==> src/rtl/ccm_pkg.sv <==
// Shared CCM definitions: access-size codes, response-owner state and the request legality check.
// Pure declarations; no latency or backpressure of its own.
package ccm_pkg;

    localparam logic [1:0] SZ_NONE = 2'b00;
    localparam logic [1:0] SB      = 2'b01;
    localparam logic [1:0] SH      = 2'b10;
    localparam logic [1:0] SW      = 2'b11;

    typedef enum logic [1:0] {
        OWN_NONE = 2'd0,
        OWN_IFU  = 2'd1,
        OWN_LSU  = 2'd2
    } rsp_owner_e;

    // Request attributes that must survive into the response cycle.
    typedef struct packed {
        logic [1:0] size;
        logic       uns;
        logic [1:0] offset;
        logic       we;
        logic       err;
    } rsp_meta_t;

    // aw is the word-address width; the byte address may use bits [aw+1:0] only.
    function automatic logic req_illegal(
        input logic [31:0] addr,
        input logic [1:0]  size,
        input int unsigned aw
    );
        logic misaligned;
        logic out_of_range;
        misaligned   = ((size == SH) && addr[0]) ||
                       ((size == SW) && (addr[1:0] != 2'b00));
        out_of_range = (aw < 32'd30) ? ((addr >> (aw + 32'd2)) != 32'd0) : 1'b0;
        return misaligned || out_of_range || (size == SZ_NONE);
    endfunction

endpackage

==> src/rtl/ccm_port_arbiter_if.sv <==
// Request/response handshakes of both CCM requesters plus the memory-macro port.
// master = requesters and macro side, slave = arbiter side.
interface ccm_port_arbiter_if;

    logic        ifu_req_valid;
    logic        ifu_req_ready;
    logic [31:0] ifu_req_addr;
    logic        ifu_rsp_valid;
    logic [31:0] ifu_rsp_data;
    logic        ifu_rsp_err;

    logic        lsu_req_valid;
    logic        lsu_req_ready;
    logic [31:0] lsu_req_addr;
    logic        lsu_req_we;
    logic [1:0]  lsu_req_size;
    logic        lsu_req_unsigned;
    logic [31:0] lsu_req_wdata;
    logic        lsu_rsp_valid;
    logic [31:0] lsu_rsp_data;
    logic        lsu_rsp_err;

    logic [31:0] mem_adr;
    logic [31:0] mem_d;
    logic [1:0]  mem_store_type;
    logic [1:0]  mem_store_offset;
    logic        mem_we;
    logic [31:0] mem_q;

    modport master (
        output ifu_req_valid, ifu_req_addr,
        input  ifu_req_ready, ifu_rsp_valid, ifu_rsp_data, ifu_rsp_err,
        output lsu_req_valid, lsu_req_addr, lsu_req_we, lsu_req_size,
               lsu_req_unsigned, lsu_req_wdata,
        input  lsu_req_ready, lsu_rsp_valid, lsu_rsp_data, lsu_rsp_err,
        input  mem_adr, mem_d, mem_store_type, mem_store_offset, mem_we,
        output mem_q
    );

    modport slave (
        input  ifu_req_valid, ifu_req_addr,
        output ifu_req_ready, ifu_rsp_valid, ifu_rsp_data, ifu_rsp_err,
        input  lsu_req_valid, lsu_req_addr, lsu_req_we, lsu_req_size,
               lsu_req_unsigned, lsu_req_wdata,
        output lsu_req_ready, lsu_rsp_valid, lsu_rsp_data, lsu_rsp_err,
        output mem_adr, mem_d, mem_store_type, mem_store_offset, mem_we,
        input  mem_q
    );

endinterface

==> src/rtl/ccm_load_align.sv <==
// Extracts a byte/half/word lane from a memory word and sign- or zero-extends it.
// Purely combinational, zero latency, no handshake.
module ccm_load_align
    import ccm_pkg::*;
(
    input  logic [31:0] i_mem_q,
    input  logic [1:0]  i_offset,
    input  logic [1:0]  i_size,
    input  logic        i_unsigned,
    output logic [31:0] o_data
);

    logic [7:0]  w_byte;
    logic [15:0] w_half;

    always_comb begin
        w_byte = i_mem_q[{i_offset, 3'b000} +: 8];
        w_half = i_mem_q[{i_offset[1], 4'b0000} +: 16];
        case (i_size)
            SB:      o_data = i_unsigned ? {24'd0, w_byte} : {{24{w_byte[7]}}, w_byte};
            SH:      o_data = i_unsigned ? {16'd0, w_half} : {{16{w_half[15]}}, w_half};
            default: o_data = i_mem_q;
        endcase
    end

endmodule

==> src/rtl/ccm_port_arbiter.sv <==
// Arbitrates IFU/LSU onto the single-port CCM with an IFU starvation guard; response one cycle after accept.
// Grant decided combinationally each cycle (ready only to the winner); responses have no backpressure.
module ccm_port_arbiter
    import ccm_pkg::*;
#(
    parameter int unsigned AW       = 16,
    parameter int unsigned MAX_WAIT = 4
)(
    input  logic               clk,
    input  logic               rst_n,
    ccm_port_arbiter_if.slave  bus
);

    localparam int unsigned WCW = (MAX_WAIT < 1) ? 1 : $clog2(MAX_WAIT + 1);

    rsp_owner_e     r_rsp_owner;
    rsp_owner_e     w_rsp_owner_nxt;
    rsp_meta_t      r_meta;
    rsp_meta_t      w_meta_nxt;
    logic [WCW-1:0] r_wait_cnt;

    logic        w_ifu_illegal;
    logic        w_lsu_illegal;
    logic        w_ifu_force;
    logic        w_gnt_ifu;
    logic        w_gnt_lsu;
    logic [31:0] w_load_dat;
    logic        w_ifu_rsp_vld;
    logic        w_lsu_rsp_vld;

    assign w_ifu_illegal = req_illegal(bus.ifu_req_addr, SW, AW);
    assign w_lsu_illegal = req_illegal(bus.lsu_req_addr, bus.lsu_req_size, AW);

    // Gating with rst_n keeps ready and mem_we low throughout reset, even with valid held high.
    assign w_ifu_force = (r_wait_cnt == WCW'(MAX_WAIT));
    assign w_gnt_lsu   = rst_n & bus.lsu_req_valid & ~(w_ifu_force & bus.ifu_req_valid);
    assign w_gnt_ifu   = rst_n & bus.ifu_req_valid & ~w_gnt_lsu;

    assign bus.ifu_req_ready = w_gnt_ifu;
    assign bus.lsu_req_ready = w_gnt_lsu;

    always_comb begin
        bus.mem_adr          = 32'd0;
        bus.mem_d            = 32'd0;
        bus.mem_store_type   = 2'b00;
        bus.mem_store_offset = 2'b00;
        bus.mem_we           = 1'b0;
        if (w_gnt_lsu) begin
            bus.mem_adr          = 32'(bus.lsu_req_addr[AW+1:2]);
            bus.mem_store_offset = bus.lsu_req_addr[1:0];
            if (bus.lsu_req_we && !w_lsu_illegal) begin
                bus.mem_we         = 1'b1;
                bus.mem_d          = bus.lsu_req_wdata;
                bus.mem_store_type = bus.lsu_req_size;
            end
        end else if (w_gnt_ifu) begin
            bus.mem_adr          = 32'(bus.ifu_req_addr[AW+1:2]);
            bus.mem_store_offset = bus.ifu_req_addr[1:0];
        end
    end

    // Response owner: every cycle records who was granted, so a response lasts exactly one cycle.
    always_comb begin
        w_rsp_owner_nxt = OWN_NONE;
        w_meta_nxt      = '0;
        if (w_gnt_lsu) begin
            w_rsp_owner_nxt   = OWN_LSU;
            w_meta_nxt.size   = bus.lsu_req_size;
            w_meta_nxt.uns    = bus.lsu_req_unsigned;
            w_meta_nxt.offset = bus.lsu_req_addr[1:0];
            w_meta_nxt.we     = bus.lsu_req_we;
            w_meta_nxt.err    = w_lsu_illegal;
        end else if (w_gnt_ifu) begin
            w_rsp_owner_nxt   = OWN_IFU;
            w_meta_nxt.size   = SW;
            w_meta_nxt.err    = w_ifu_illegal;
        end
    end

    always_ff @(posedge clk or negedge rst_n) begin
        if (!rst_n) begin
            r_rsp_owner <= OWN_NONE;
            r_meta      <= '0;
        end else begin
            r_rsp_owner <= w_rsp_owner_nxt;
            r_meta      <= w_meta_nxt;
        end
    end

    always_ff @(posedge clk or negedge rst_n) begin
        if (!rst_n) begin
            r_wait_cnt <= '0;
        end else if (!bus.ifu_req_valid || w_gnt_ifu) begin
            r_wait_cnt <= '0;
        end else if (r_wait_cnt < WCW'(MAX_WAIT)) begin
            r_wait_cnt <= r_wait_cnt + WCW'(1);
        end
    end

    ccm_load_align u_load_align (
        .i_mem_q    (bus.mem_q),
        .i_offset   (r_meta.offset),
        .i_size     (r_meta.size),
        .i_unsigned (r_meta.uns),
        .o_data     (w_load_dat)
    );

    assign w_ifu_rsp_vld = (r_rsp_owner == OWN_IFU);
    assign w_lsu_rsp_vld = (r_rsp_owner == OWN_LSU);

    assign bus.ifu_rsp_valid = w_ifu_rsp_vld;
    assign bus.ifu_rsp_err   = w_ifu_rsp_vld & r_meta.err;
    assign bus.ifu_rsp_data  = (w_ifu_rsp_vld && !r_meta.err) ? bus.mem_q : 32'd0;

    assign bus.lsu_rsp_valid = w_lsu_rsp_vld;
    assign bus.lsu_rsp_err   = w_lsu_rsp_vld & r_meta.err;
    assign bus.lsu_rsp_data  = (w_lsu_rsp_vld && !r_meta.err && !r_meta.we) ? w_load_dat : 32'd0;

endmodule

==> src/flat_wrapper.sv <==
// flat-port wrapper written by rule: the top's interface ports become plain ports
module ccm_port_arbiter_flat import ccm_pkg::*;
#(
    parameter int unsigned AW       = 16,
    parameter int unsigned MAX_WAIT = 4
)
  (clk, rst_n, bus_ifu_req_valid, bus_ifu_req_addr, bus_ifu_req_ready, bus_ifu_rsp_valid, bus_ifu_rsp_data, bus_ifu_rsp_err, bus_lsu_req_valid, bus_lsu_req_addr, bus_lsu_req_we, bus_lsu_req_size, bus_lsu_req_unsigned, bus_lsu_req_wdata, bus_lsu_req_ready, bus_lsu_rsp_valid, bus_lsu_rsp_data, bus_lsu_rsp_err, bus_mem_adr, bus_mem_d, bus_mem_store_type, bus_mem_store_offset, bus_mem_we, bus_mem_q);
  ccm_port_arbiter_if bus_i ();
  input  logic clk;
  input  logic rst_n;
  input wire logic [$bits(bus_i.ifu_req_valid)-1:0] bus_ifu_req_valid;
  input wire logic [$bits(bus_i.ifu_req_addr)-1:0] bus_ifu_req_addr;
  output wire logic [$bits(bus_i.ifu_req_ready)-1:0] bus_ifu_req_ready;
  output wire logic [$bits(bus_i.ifu_rsp_valid)-1:0] bus_ifu_rsp_valid;
  output wire logic [$bits(bus_i.ifu_rsp_data)-1:0] bus_ifu_rsp_data;
  output wire logic [$bits(bus_i.ifu_rsp_err)-1:0] bus_ifu_rsp_err;
  input wire logic [$bits(bus_i.lsu_req_valid)-1:0] bus_lsu_req_valid;
  input wire logic [$bits(bus_i.lsu_req_addr)-1:0] bus_lsu_req_addr;
  input wire logic [$bits(bus_i.lsu_req_we)-1:0] bus_lsu_req_we;
  input wire logic [$bits(bus_i.lsu_req_size)-1:0] bus_lsu_req_size;
  input wire logic [$bits(bus_i.lsu_req_unsigned)-1:0] bus_lsu_req_unsigned;
  input wire logic [$bits(bus_i.lsu_req_wdata)-1:0] bus_lsu_req_wdata;
  output wire logic [$bits(bus_i.lsu_req_ready)-1:0] bus_lsu_req_ready;
  output wire logic [$bits(bus_i.lsu_rsp_valid)-1:0] bus_lsu_rsp_valid;
  output wire logic [$bits(bus_i.lsu_rsp_data)-1:0] bus_lsu_rsp_data;
  output wire logic [$bits(bus_i.lsu_rsp_err)-1:0] bus_lsu_rsp_err;
  output wire logic [$bits(bus_i.mem_adr)-1:0] bus_mem_adr;
  output wire logic [$bits(bus_i.mem_d)-1:0] bus_mem_d;
  output wire logic [$bits(bus_i.mem_store_type)-1:0] bus_mem_store_type;
  output wire logic [$bits(bus_i.mem_store_offset)-1:0] bus_mem_store_offset;
  output wire logic [$bits(bus_i.mem_we)-1:0] bus_mem_we;
  input wire logic [$bits(bus_i.mem_q)-1:0] bus_mem_q;
  assign bus_i.ifu_req_valid = bus_ifu_req_valid;
  assign bus_i.ifu_req_addr = bus_ifu_req_addr;
  assign bus_ifu_req_ready = bus_i.ifu_req_ready;
  assign bus_ifu_rsp_valid = bus_i.ifu_rsp_valid;
  assign bus_ifu_rsp_data = bus_i.ifu_rsp_data;
  assign bus_ifu_rsp_err = bus_i.ifu_rsp_err;
  assign bus_i.lsu_req_valid = bus_lsu_req_valid;
  assign bus_i.lsu_req_addr = bus_lsu_req_addr;
  assign bus_i.lsu_req_we = bus_lsu_req_we;
  assign bus_i.lsu_req_size = bus_lsu_req_size;
  assign bus_i.lsu_req_unsigned = bus_lsu_req_unsigned;
  assign bus_i.lsu_req_wdata = bus_lsu_req_wdata;
  assign bus_lsu_req_ready = bus_i.lsu_req_ready;
  assign bus_lsu_rsp_valid = bus_i.lsu_rsp_valid;
  assign bus_lsu_rsp_data = bus_i.lsu_rsp_data;
  assign bus_lsu_rsp_err = bus_i.lsu_rsp_err;
  assign bus_mem_adr = bus_i.mem_adr;
  assign bus_mem_d = bus_i.mem_d;
  assign bus_mem_store_type = bus_i.mem_store_type;
  assign bus_mem_store_offset = bus_i.mem_store_offset;
  assign bus_mem_we = bus_i.mem_we;
  assign bus_i.mem_q = bus_mem_q;
  ccm_port_arbiter #(.AW(AW), .MAX_WAIT(MAX_WAIT)) u_core (.clk(clk), .rst_n(rst_n), .bus(bus_i));
endmodule
==> config.mk <==
export PLATFORM = sky130hd
export DESIGN_NAME = ccm_port_arbiter_flat
export DESIGN_NICKNAME = d
export VERILOG_FILES = /design/src/rtl/ccm_pkg.sv /design/src/rtl/ccm_port_arbiter_if.sv /design/src/rtl/ccm_load_align.sv /design/src/rtl/ccm_port_arbiter.sv /design/src/flat_wrapper.sv
export SDC_FILE = /design/constraint.sdc
export NUM_CORES = 1
export LEC_CHECK = 0
export ABC_AREA = 1
export CAP_MARGIN = 20
export CORE_AREA = 2 2 108 110
export DETAILED_ROUTE_END_ITERATION = 7
export DIE_AREA = 0 0 110 112
export PLACE_DENSITY_LB_ADDON = 0.1
export SLEW_MARGIN = 20
export SYNTH_ARGS = -nofsm -noshare
export SYNTH_HDL_FRONTEND = slang
export SYNTH_HIERARCHICAL = 1
export SYNTH_SLANG_ARGS = --single-unit
==> constraint.sdc <==
create_clock -name clk -period 1.9 [get_ports clk]
set_input_delay 0.19 -clock clk [delete_from_list [all_inputs] [get_ports clk]]
set_output_delay 0.19 -clock clk [all_outputs]
set_load 0.05 [all_outputs]
==> summary.txt <==
Critical path
  • Critical path's largest stage delay: 0.36 ns
  • CP cell instances: inv_2 > ha_4 > nand3_4 > nand2_4 > inv_6 > nand2_8 > buf_12 > buf_6 > nor3_4 > buf_12
  • Crit path buf inv count: 5
  • Crit path launch type: flip-flop
  • R2r endpoint: u_core/r_meta[0]
  • Most numerous cell on the critical path: buf_12
  • Slowest stage cell on the critical path: dfrtp_1
  • Reg-to-Reg Start: u_core/r_wait_cnt[0]
  • CP Capture Type: primary output
  • Crit path DAT: 1.86 ns
  • Delay-heaviest family, CP: buffers and inverters
  • CP max FO: 6
  • Crit path depth: 10
  • Required time at the worst-slack endpoint: 1.71 ns
  • R2r worst-path depth: 10
  • Flop2flop setup slack: 0.32 ns
  • CP Class: flip-flop to primary output

Job
  • Maxcap violations: 0

STA
  • FMAX: 0.489 GHz
  • Clock Skew: 0.00102 ns
  • Fin. Hold Viols: 0
  • Slew Viols, Final: 0
  • Final worst slack: -0.145 ns
  • RSZ-0062 raised after global routing: yes
  • Min Tclk post-route: 2.05 ns
  • Fin crit share: 108%
  • Final Setup Violations: 50

Clocking
  • Clk buf depth: 2
  • H-tree depth: 1
  • Sink Count: 12
  • Hold buffers post-CTS: 0
  • Clock-pin slew on the worst setup and hold paths: 0.04 ns
  • CTS buffer count: 3
  • Worst-Skew Late Latency: 0.23 ns
  • TritonCTS clock tree: built
  • CTS Root Cell: clkbuf_16

Synth
  • Synth Instances: 538
  • Post-synth EDFFs: 0
  • Post-synthesis sequential area ratio: 10.7%
  • Synth warn: 6
  • Area contributors post-synth: nor2_1 17%, nand2_1 17%, inv_1 16%
  • Synth cell types: 25
  • Yosys top cell by area: nor2_1
  • Asr flop ratio synth: 100%
  • Post-Syn Area: 2810 µm²
  • Synth top cells by count: 129 x nor2_1, 126 x nand2_1, 123 x inv_1, 29 x nor3_2, 20 x a21oi_1
  • Most used DFF post-synth: dfrtp_1
  • Top cell type's share of synthesized area: 17.2%
  • Syn Area/Cell: 5.23 µm²
  • Most frequent cell after synthesis: nor2_1
  • Flops & latches, synth: 12

Placed design
  • Post-Place Cell Area: 7150 µm²
  • Number of port buffers: 258
  • GPL Wtd Cong: 0.956
  • DPL Wire Length: 11,100 µm

Drt
  • Vias/cell: 4.43
  • Antenna Nets Post-Route: 0
  • Routed wire length: 15,500 µm
  • DRC viols: 0
  • DR iter-0 viols: 89
  • Drt pass-1 iters: 4
  • Vias post-DR: 4,398
  • WL/cell: 15.6 µm

Cells and area
  • Ant. Diodes: 0
  • Syn-to-layout area delta: 198%
  • Multi-input logic area: 2790 µm²
  • Net count reported at finish: 991
  • Layout fillers: 791
  • FF+latch area: 302 µm²
  • Share of layout cells above drive strength 1: 50.6%
  • Final Cell Area: 8370 µm²

Floorplanning
  • Die area: 12,300 µm²
  • Width of the die: 110 µm
  • Die height: 112 µm
  • Cell Rows: 39
  • Core area: 11,200 µm²
  • Initial core utilization: 25.2%
  • Ports: 275

Global routing
  • First-pass GRT wire length: 21,700 µm
  • Gr ovfl total: 0
  • Tot GR Track Use: 22.6%
  • Antenna violations before repair: 0
  • Vias in the first global route: 4,443
  • Largest net degree at the start of global routing: 33

Status
  • Failing checks: negative setup slack
  • Outcome: finished with violations

Min path
  • Hold Path End: u_core/r_meta[3]
  • Hold Crit Depth: 3
  • HP Start: bus_lsu_req_addr[1]
  • HP Class: input pin to flip-flop

Pwr
  • Power Density: 315 nW/µm²
  • Pwr Total: 2.64 mW
  • Leakage: 4.13 nW
  • Maximum vdd drop: 0.289 mV
-- through the flow --
| step | worst slack, ns | TNS [ns] | utilization [%] | std cells | hold WS (ns) |
|---|---|---|---|---|---|
| after floorplan | -0.345 | -1.83 | - | 553 | -0.106 |
| after global placement | -0.0926 | -0.602 | 64.0 | 960 | 0.534 |
| after detailed placement | -0.124 | -0.908 | 64.0 | 960 | 0.547 |
| after CTS | -0.184 | -5.99 | 71.2 | 990 | 0.301 |
| after global routing | -0.233 | -9.72 | 74.9 | 993 | 0.279 |
| final | -0.145 | -4.25 | 74.9 | 993 | 0.278 |
-- power by group --
part / total [mW] / switching (mW) / leakage (nW) / internal, mW
registers: 0.287 / 0.0139 / 0.156 / 0.273
logic: 1.93 / 1.07 / 3.93 / 0.861
clock network: 0.415 / 0.0988 / 0.0442 / 0.317
-- registers in the layout, indices dropped and copies added (netlist names) --
register	cells
u_core/r_rsp_owner	2
u_core/r_wait_cnt	3
u_core/r_meta	7
-- how the worst max path moves through the flow --
stage                         start                    to  slack [ns]
2_1_floorplan  u_core/r_wait_cnt[0]         bus_mem_d[19]       -0.34
3_3_place_gp           bus_mem_q[7]   bus_lsu_rsp_data[9]       -0.09
3_5_place_dp           bus_mem_q[7]   bus_lsu_rsp_data[8]       -0.12
4_1_cts            u_core/r_meta[6]  bus_lsu_rsp_data[17]       -0.18
5_1_grt            u_core/r_meta[5]   bus_lsu_rsp_data[5]       -0.23
6_report       u_core/r_wait_cnt[0]         bus_mem_d[28]       -0.15
-- kinds of logic (layout without fill, tap and decap cells) --
logic type / after synthesis / after routing / share of synthesized area (%)
DFF: 12 / 12 / 10.7
buffers and inverters: 166 / 462 / 26.2
and+or+nand+nor: 316 / 317 / 53.7
adders and majority gates: 4 / 4 / 1.78
AOI/OAI and AO/OA: 39 / 39 / 7.43
other: 1 / 16 / 0.133
-- worst reg2reg max path: cells and delay by family, from the launching register on --
family / cells / cell delay [ns]
adders and majority gates: 1 / 0.15
buffers and inverters: 5 / 0.59
DFF: 1 / 0.39
and+or+nand+nor: 4 / 0.34
-- layout make-up --
type	instances	area share, %
repair buffers	330	54.1
multi-input cells	376	33.3
inverters	128	5.83
flip-flops and latches	12	3.60
well taps	143	2.14
clock buffers	4	1.06
-- timing repair --
| action | 4_1_cts | 5_1_grt |
|---|---|---|
| pin swaps | 30 | 62 |
| endpoints found under the setup margin | 82 | 85 |
| resized for setup | 106 | 157 |
| setup buffers | 21 | 10 |
| gates cloned | 7 | 3 |
-- cell usage in the layout (no fill, tap or decap), types with 2 or more instances in the layout --
master and count:
o21ai_0 4, buf_8 27, ha_2 2, nand2_8 2
nand2_1 78, buf_6 16, conb_1 16, a21oi_2 7
nor2_2 39, inv_1 94, nor3_4 34, nand2_4 34
o21ai_1 11, clkbuf_16 6, a21oi_1 13, dfrtp_1 11
nor2_4 37, o22ai_2 2, buf_12 102, buf_4 43
inv_2 31, nor3_1 2, nand2_2 34, nor2_1 53
buf_16 4, nand3_4 3, clkdlybuf4s50_1 117, dlymetal6s2s_1 17
-- metal layers --
metal | up-vias | track usage (%) | routed length, µm
met5 | - | 0 | 0
met4 | 0 | 5.32 | 394
met3 | 26 | 4.27 | 1080
met2 | 178 | 46.2 | 9120
met1 | 2032 | 22.3 | 4940
li1 | 2162 | - | -
Power figures use the tool's default switching activity.
